### src/rtl/forwarding_pkg.sv
// Shared constants and bus-slicing helpers for the EX-stage operand bypass.
package forwarding_pkg;

  localparam int SRC_DM1  = 0;
  localparam int ZERO_REG = 0;

  // Producers are ordered youngest first, so the oldest (WB) sits at the top.
  function automatic int src_wb(input int n_src);
    return n_src - 1;
  endfunction

  function automatic int slice_lsb(input int idx, input int width);
    return idx * width;
  endfunction

endpackage

### src/rtl/bypass_port_select.sv
// One operand port: youngest-match priority select, load-use detect,
// stall-capture register and final operand mux.
module bypass_port_select
  import forwarding_pkg::*;
#(
  parameter int DATA_WIDTH    = 32,
  parameter int REG_ADD_WIDTH = 5,
  parameter int N_SRC         = 4
) (
  input  logic                          CLK,
  input  logic                          RST,
  input  logic                          STALL_EXECUTION_STAGE,
  input  logic                          FLUSH_EXECUTION_STAGE,
  input  logic [REG_ADD_WIDTH-1:0]      RS_ADDRESS,
  input  logic                          RS_USED,
  input  logic [DATA_WIDTH-1:0]         RS_DATA_EXECUTION,
  input  logic [N_SRC*REG_ADD_WIDTH-1:0] SRC_RD_ADDRESS,
  input  logic [N_SRC-1:0]              SRC_WRITE_ENABLE,
  input  logic [N_SRC-1:0]              SRC_DATA_READY,
  input  logic [N_SRC*DATA_WIDTH-1:0]   SRC_RD_DATA,
  output logic [DATA_WIDTH-1:0]         RS_DATA,
  output logic                          RS_FORWARDED,
  output logic                          PEND
);

  logic                  sel_hit;
  logic                  sel_ready;
  logic [DATA_WIDTH-1:0] sel_data;
  logic                  live_hit;
  logic                  cap_valid;
  logic [DATA_WIDTH-1:0] cap_data;

  // Scan oldest to youngest so the youngest match is the last one written.
  always_comb begin
    sel_hit   = 1'b0;
    sel_ready = 1'b0;
    sel_data  = '0;
    for (int s = src_wb(N_SRC); s >= SRC_DM1; s--) begin
      if (SRC_WRITE_ENABLE[s] &&
          SRC_RD_ADDRESS[slice_lsb(s, REG_ADD_WIDTH) +: REG_ADD_WIDTH] == RS_ADDRESS &&
          RS_ADDRESS != REG_ADD_WIDTH'(ZERO_REG)) begin
        sel_hit   = 1'b1;
        sel_ready = SRC_DATA_READY[s];
        sel_data  = SRC_RD_DATA[slice_lsb(s, DATA_WIDTH) +: DATA_WIDTH];
      end
    end
  end

  assign live_hit = sel_hit & sel_ready;
  assign PEND     = sel_hit & ~sel_ready & RS_USED;

  // A retired producer leaves no live hit; the capture carries its value
  // for the remainder of the stall.
  always_ff @(posedge CLK) begin
    if (RST || FLUSH_EXECUTION_STAGE || !STALL_EXECUTION_STAGE) begin
      cap_valid <= 1'b0;
      cap_data  <= '0;
    end else if (live_hit) begin
      cap_valid <= 1'b1;
      cap_data  <= sel_data;
    end
  end

  always_comb begin
    if (live_hit)       RS_DATA = sel_data;
    else if (cap_valid) RS_DATA = cap_data;
    else                RS_DATA = RS_DATA_EXECUTION;
  end

  assign RS_FORWARDED = live_hit | cap_valid;

endmodule

### src/rtl/bypass_network.sv
// EX-stage operand bypass: per-port select instances, hazard reduce and
// saturating hazard-cycle counter.
module bypass_network
  import forwarding_pkg::*;
#(
  parameter int DATA_WIDTH    = 32,
  parameter int REG_ADD_WIDTH = 5,
  parameter int N_SRC         = 4,
  parameter int N_PORT        = 2,
  parameter int CNT_WIDTH     = 16
) (
  input  logic                            CLK,
  input  logic                            RST,
  input  logic                            STALL_EXECUTION_STAGE,
  input  logic                            FLUSH_EXECUTION_STAGE,
  input  logic [N_PORT*REG_ADD_WIDTH-1:0] RS_ADDRESS,
  input  logic [N_PORT-1:0]               RS_USED,
  input  logic [N_PORT*DATA_WIDTH-1:0]    RS_DATA_EXECUTION,
  input  logic [N_SRC*REG_ADD_WIDTH-1:0]  SRC_RD_ADDRESS,
  input  logic [N_SRC-1:0]                SRC_WRITE_ENABLE,
  input  logic [N_SRC-1:0]                SRC_DATA_READY,
  input  logic [N_SRC*DATA_WIDTH-1:0]     SRC_RD_DATA,
  output logic [N_PORT*DATA_WIDTH-1:0]    RS_DATA,
  output logic [N_PORT-1:0]               RS_FORWARDED,
  output logic                            LOAD_USE_HAZARD,
  output logic [CNT_WIDTH-1:0]            HAZARD_COUNT
);

  logic [N_PORT-1:0] pend;

  for (genvar p = 0; p < N_PORT; p++) begin : g_port
    bypass_port_select #(
      .DATA_WIDTH   (DATA_WIDTH),
      .REG_ADD_WIDTH(REG_ADD_WIDTH),
      .N_SRC        (N_SRC)
    ) u_sel (
      .CLK                  (CLK),
      .RST                  (RST),
      .STALL_EXECUTION_STAGE(STALL_EXECUTION_STAGE),
      .FLUSH_EXECUTION_STAGE(FLUSH_EXECUTION_STAGE),
      .RS_ADDRESS           (RS_ADDRESS[p*REG_ADD_WIDTH +: REG_ADD_WIDTH]),
      .RS_USED              (RS_USED[p]),
      .RS_DATA_EXECUTION    (RS_DATA_EXECUTION[p*DATA_WIDTH +: DATA_WIDTH]),
      .SRC_RD_ADDRESS       (SRC_RD_ADDRESS),
      .SRC_WRITE_ENABLE     (SRC_WRITE_ENABLE),
      .SRC_DATA_READY       (SRC_DATA_READY),
      .SRC_RD_DATA          (SRC_RD_DATA),
      .RS_DATA              (RS_DATA[p*DATA_WIDTH +: DATA_WIDTH]),
      .RS_FORWARDED         (RS_FORWARDED[p]),
      .PEND                 (pend[p])
    );
  end

  assign LOAD_USE_HAZARD = |pend;

  always_ff @(posedge CLK) begin
    if (RST)
      HAZARD_COUNT <= '0;
    else if (LOAD_USE_HAZARD && HAZARD_COUNT != {CNT_WIDTH{1'b1}})
      HAZARD_COUNT <= HAZARD_COUNT + 1'b1;
  end

endmodule

### config.mk
export PLATFORM = sky130hd
export DESIGN_NAME = bypass_network
export DESIGN_NICKNAME = d
export VERILOG_FILES = /design/src/rtl/forwarding_pkg.sv /design/src/rtl/bypass_port_select.sv /design/src/rtl/bypass_network.sv
export SDC_FILE = /design/constraint.sdc
export NUM_CORES = 1
export LEC_CHECK = 0
export CORE_AREA = 2 2 121 152
export DETAILED_ROUTE_END_ITERATION = 10
export DIE_AREA = 0 0 123 154
export PLACE_DENSITY_LB_ADDON = 0.05
export RECOVER_POWER = 100
export SETUP_SLACK_MARGIN = 0.4
export SLEW_MARGIN = 15
export SYNTH_ARGS = -nofsm -noshare
export SYNTH_HDL_FRONTEND = slang
export SYNTH_SLANG_ARGS = --single-unit
### constraint.sdc
create_clock -name CLK -period 3.5 [get_ports CLK]
set_input_delay 0.7 -clock CLK [delete_from_list [all_inputs] [get_ports CLK]]
set_output_delay 0.7 -clock CLK [all_outputs]
set_load 0.02 [all_outputs]
==> metrics.txt <==
status finished, violations left; failing checks setup timing; CP Capture Type output pin; wire per inst 21.5 um; Core Area 0.0174 mm2; Gate Count Post-Synth 882; hold-fix buffers at CTS 0; via count 9277; # port buffers 318; DR DRC count 0; DPL Wire Length 20900 um; die area 0.0189 mm2; first-pass GRT wire length 50800 um; FP Rows 54; Worst-Margin Slew 0.533 ns; layout cells sized above 1 0.388; startpoint type of the worst setup path input port; Post-Place Cells 1465; PwrDens 235 mW/mm2; Yosys warnings 0; Final Setup Violations 69; Req. time, crit path 2.80 ns; Highest Clock Rate 0.259 GHz; max-cap viol count 0; TritonCTS Sinks 82; Synth cell types 48; Die Wd 123 um; Final Slew Violations 0; CP max-delay cell or4_4; vias in the first global route 9366; chip height 154 um; layout net count 1610; syn nets 1119; via density per instance 5.77; CP max stage delay 0.55 ns; crit path kind input port to output pin; Synth Flop Type dfxtp_1; Routability Congestion 0.877; worst relative slew slack 0.644; non-filler cells in the finished layout 1609; Most common cell on crit path buf_6; RSZ-0062 raised after global routing yes; Ports 319; drt initial violations 649; ys async rst share 0; CTS tree done; Tcrit/Tclk final 1.10; clock tree buffer depth 2; H-Tree Depth 3; post-layout min period 3.86 ns; final wirelength 34600 um; initial core utilization 0.375; maximum fanout along the worst path 8; initial antenna violation count 7; largest net degree at the start of global routing 67; clk_skew 0.00350 ns; DRT Pass-1 Iters 5; Post-DRT Antenna Nets 0; VDD IR max 227 uV; Root Buffer clkbuf_16; Post-Syn Area 0.00653 mm2; static leakage 5.05 nW; sequential fraction of the synthesis area 0.251; Min-Delay Path Class flip-flop to flip-flop; Yosys reg bits 82; Mean Syn Cell Area 7.41 um2; worst setup margin -0.359 ns; TNS Setup -16.79 ns; Area Overhead vs Synth 116%; clock slew at reported path FFs 0.07 ns; CTS buffer count 9; Worst Path Arrival 3.16 ns; GR Util All Layers 0.346; pre-CTS setup slack -1.05 ns; grt ovf 0; latest clock arrival within the worst-skew pair 0.35 ns; Final Hold Fails 0; Post-synth EDFFs 0; CP Cell Sequence buf_8, or4_4, nor2_4, buf_6, nor4_4, buf_6, mux2i_4, o31ai_4, buf_12, buf_8, buf_12, buf_16, o211ai_1, o21ai_2, buf_6
==> placed cells by master (no fill, tap or decap), types with 6 or more instances in the layout <==
cell               n
nor3_1            32
clkbuf_16         10
nand3_1            7
a21oi_1           38
dlygate4sd3_1     16
nand2_2            7
dlygate4sd2_1     17
o21ai_1           11
nand2_1          129
a211oi_4          25
a311oi_4           7
diode_2            7
nand4_1           10
o21ai_2           25
a311oi_2          26
nor2_1            69
or3_1              9
buf_16            18
xnor2_1           30
a211oi_2           7
buf_4            167
mux2i_1           97
buf_12            27
o21ai_4            6
a21oi_4            8
a21oi_2           32
clkdlybuf4s50_1  204
dfxtp_1           80
buf_6             94
o211ai_1          64
buf_8             15
==> kinds of logic after synthesis <==
logic type / Yosys count / share of synthesized area
adder cells (fa/ha/maj): 1 / 0.00192
flip-flops: 82 / 0.251
AO/OA/AOI/OAI: 266 / 0.272
buffers and inverters: 91 / 0.0626
AND/OR/NAND/NOR: 303 / 0.206
multiplexers: 98 / 0.151
XOR/XNOR: 41 / 0.0550
==> area by class of cell <==
class                   instances  area (um2)
fillers                      1110        3320
repair buffers                569        6020
clock inverters                 5         103
flip-flops and latches         82        1640
well taps                     224         280
diodes                          7        17.5
inverters                       2        7.51
clock buffers                  11         233
multi-input cells             709        5810
==> synth_stat cells (18+ instances only) <==
| cell | instances | share of area |
|---|---|---|
| o21ai_0 | 35 | 0.027 |
| nor3_1 | 34 | 0.026 |
| buf_2 | 18 | 0.014 |
| o211ai_1 | 64 | 0.074 |
| xnor2_1 | 34 | 0.046 |
| a21oi_1 | 78 | 0.060 |
| a311oi_1 | 33 | 0.044 |
| mux2i_1 | 97 | 0.15 |
| clkbuf_1 | 57 | 0.033 |
| a211oi_1 | 32 | 0.037 |
| nand2_1 | 140 | 0.080 |
| dfxtp_1 | 82 | 0.25 |
| nor2_1 | 71 | 0.041 |
==> timing repair <==
action | CTS | global route
endpoints found under the setup margin | 86 | 84
buffers inserted | 78 | 23
pin swaps | 87 | 67
gates cloned | 19 | 1
resized for setup | 600 | 74
==> critical path: cells and delay by family <==
family | cells | cell delay, ns
buffers and inverters | 8 | 0.99
muxes | 1 | 0.19
and+or+nand+nor | 3 | 0.77
AOI/OAI and AO/OA | 3 | 0.49
==> final timing paths <==
path | start | to | slack, ns | depth (start not counted)
worst min-delay path | g_port[1].u_sel.cap_data[18]$_SDFFE_PP0P_ | g_port[1].u_sel.cap_data[18]$_SDFFE_PP0P_ | 0.46 | 2
worst max register to register | HAZARD_COUNT[0]$_SDFFE_PP0P_ | HAZARD_COUNT[7]$_SDFFE_PP0P_ | 0.92 | 10
worst min register to register | g_port[1].u_sel.cap_data[18]$_SDFFE_PP0P_ | g_port[1].u_sel.cap_data[18]$_SDFFE_PP0P_ | 0.46 | 2
worst max-delay path | RS_ADDRESS[7] | RS_DATA[53] | -0.36 | 15
==> flip-flops by register name, summed over array words and instances (netlist names) <==
name	flops
g_port.u_sel.cap_data	64
HAZARD_COUNT	16
g_port.u_sel.cap_valid	2
==> per-layer routing <==
metal,track usage,up-vias,wire length [um]
met1,0.391,4435,12600
met5,0,-,0
met2,0.595,483,17300
li1,-,4228,-
met4,0.202,0,2010
met3,0.0657,131,2690
==> where the power goes <==
| group | internal (mW) | total (mW) | switching, mW |
|---|---|---|---|
| registers | 0.937 | 0.942 | 0.00464 |
| logic | 0.691 | 1.24 | 0.548 |
| clock network | 0.698 | 1.13 | 0.432 |
==> per-stage QoR <==
step	util	total power [mW]	hold slack, ns	cell area, um2
6_report	0.810	3.31	0.455	14100
5_1_grt	0.810	3.40	0.479	14100
4_1_cts	0.777	3.25	0.456	13500
3_5_place_dp	0.650	1.95	0.447	11300
3_3_place_gp	0.650	1.95	0.442	11300
2_1_floorplan	-	1.38	0.436	7210
No activity file was read; power rests on OpenSTA's default activity.
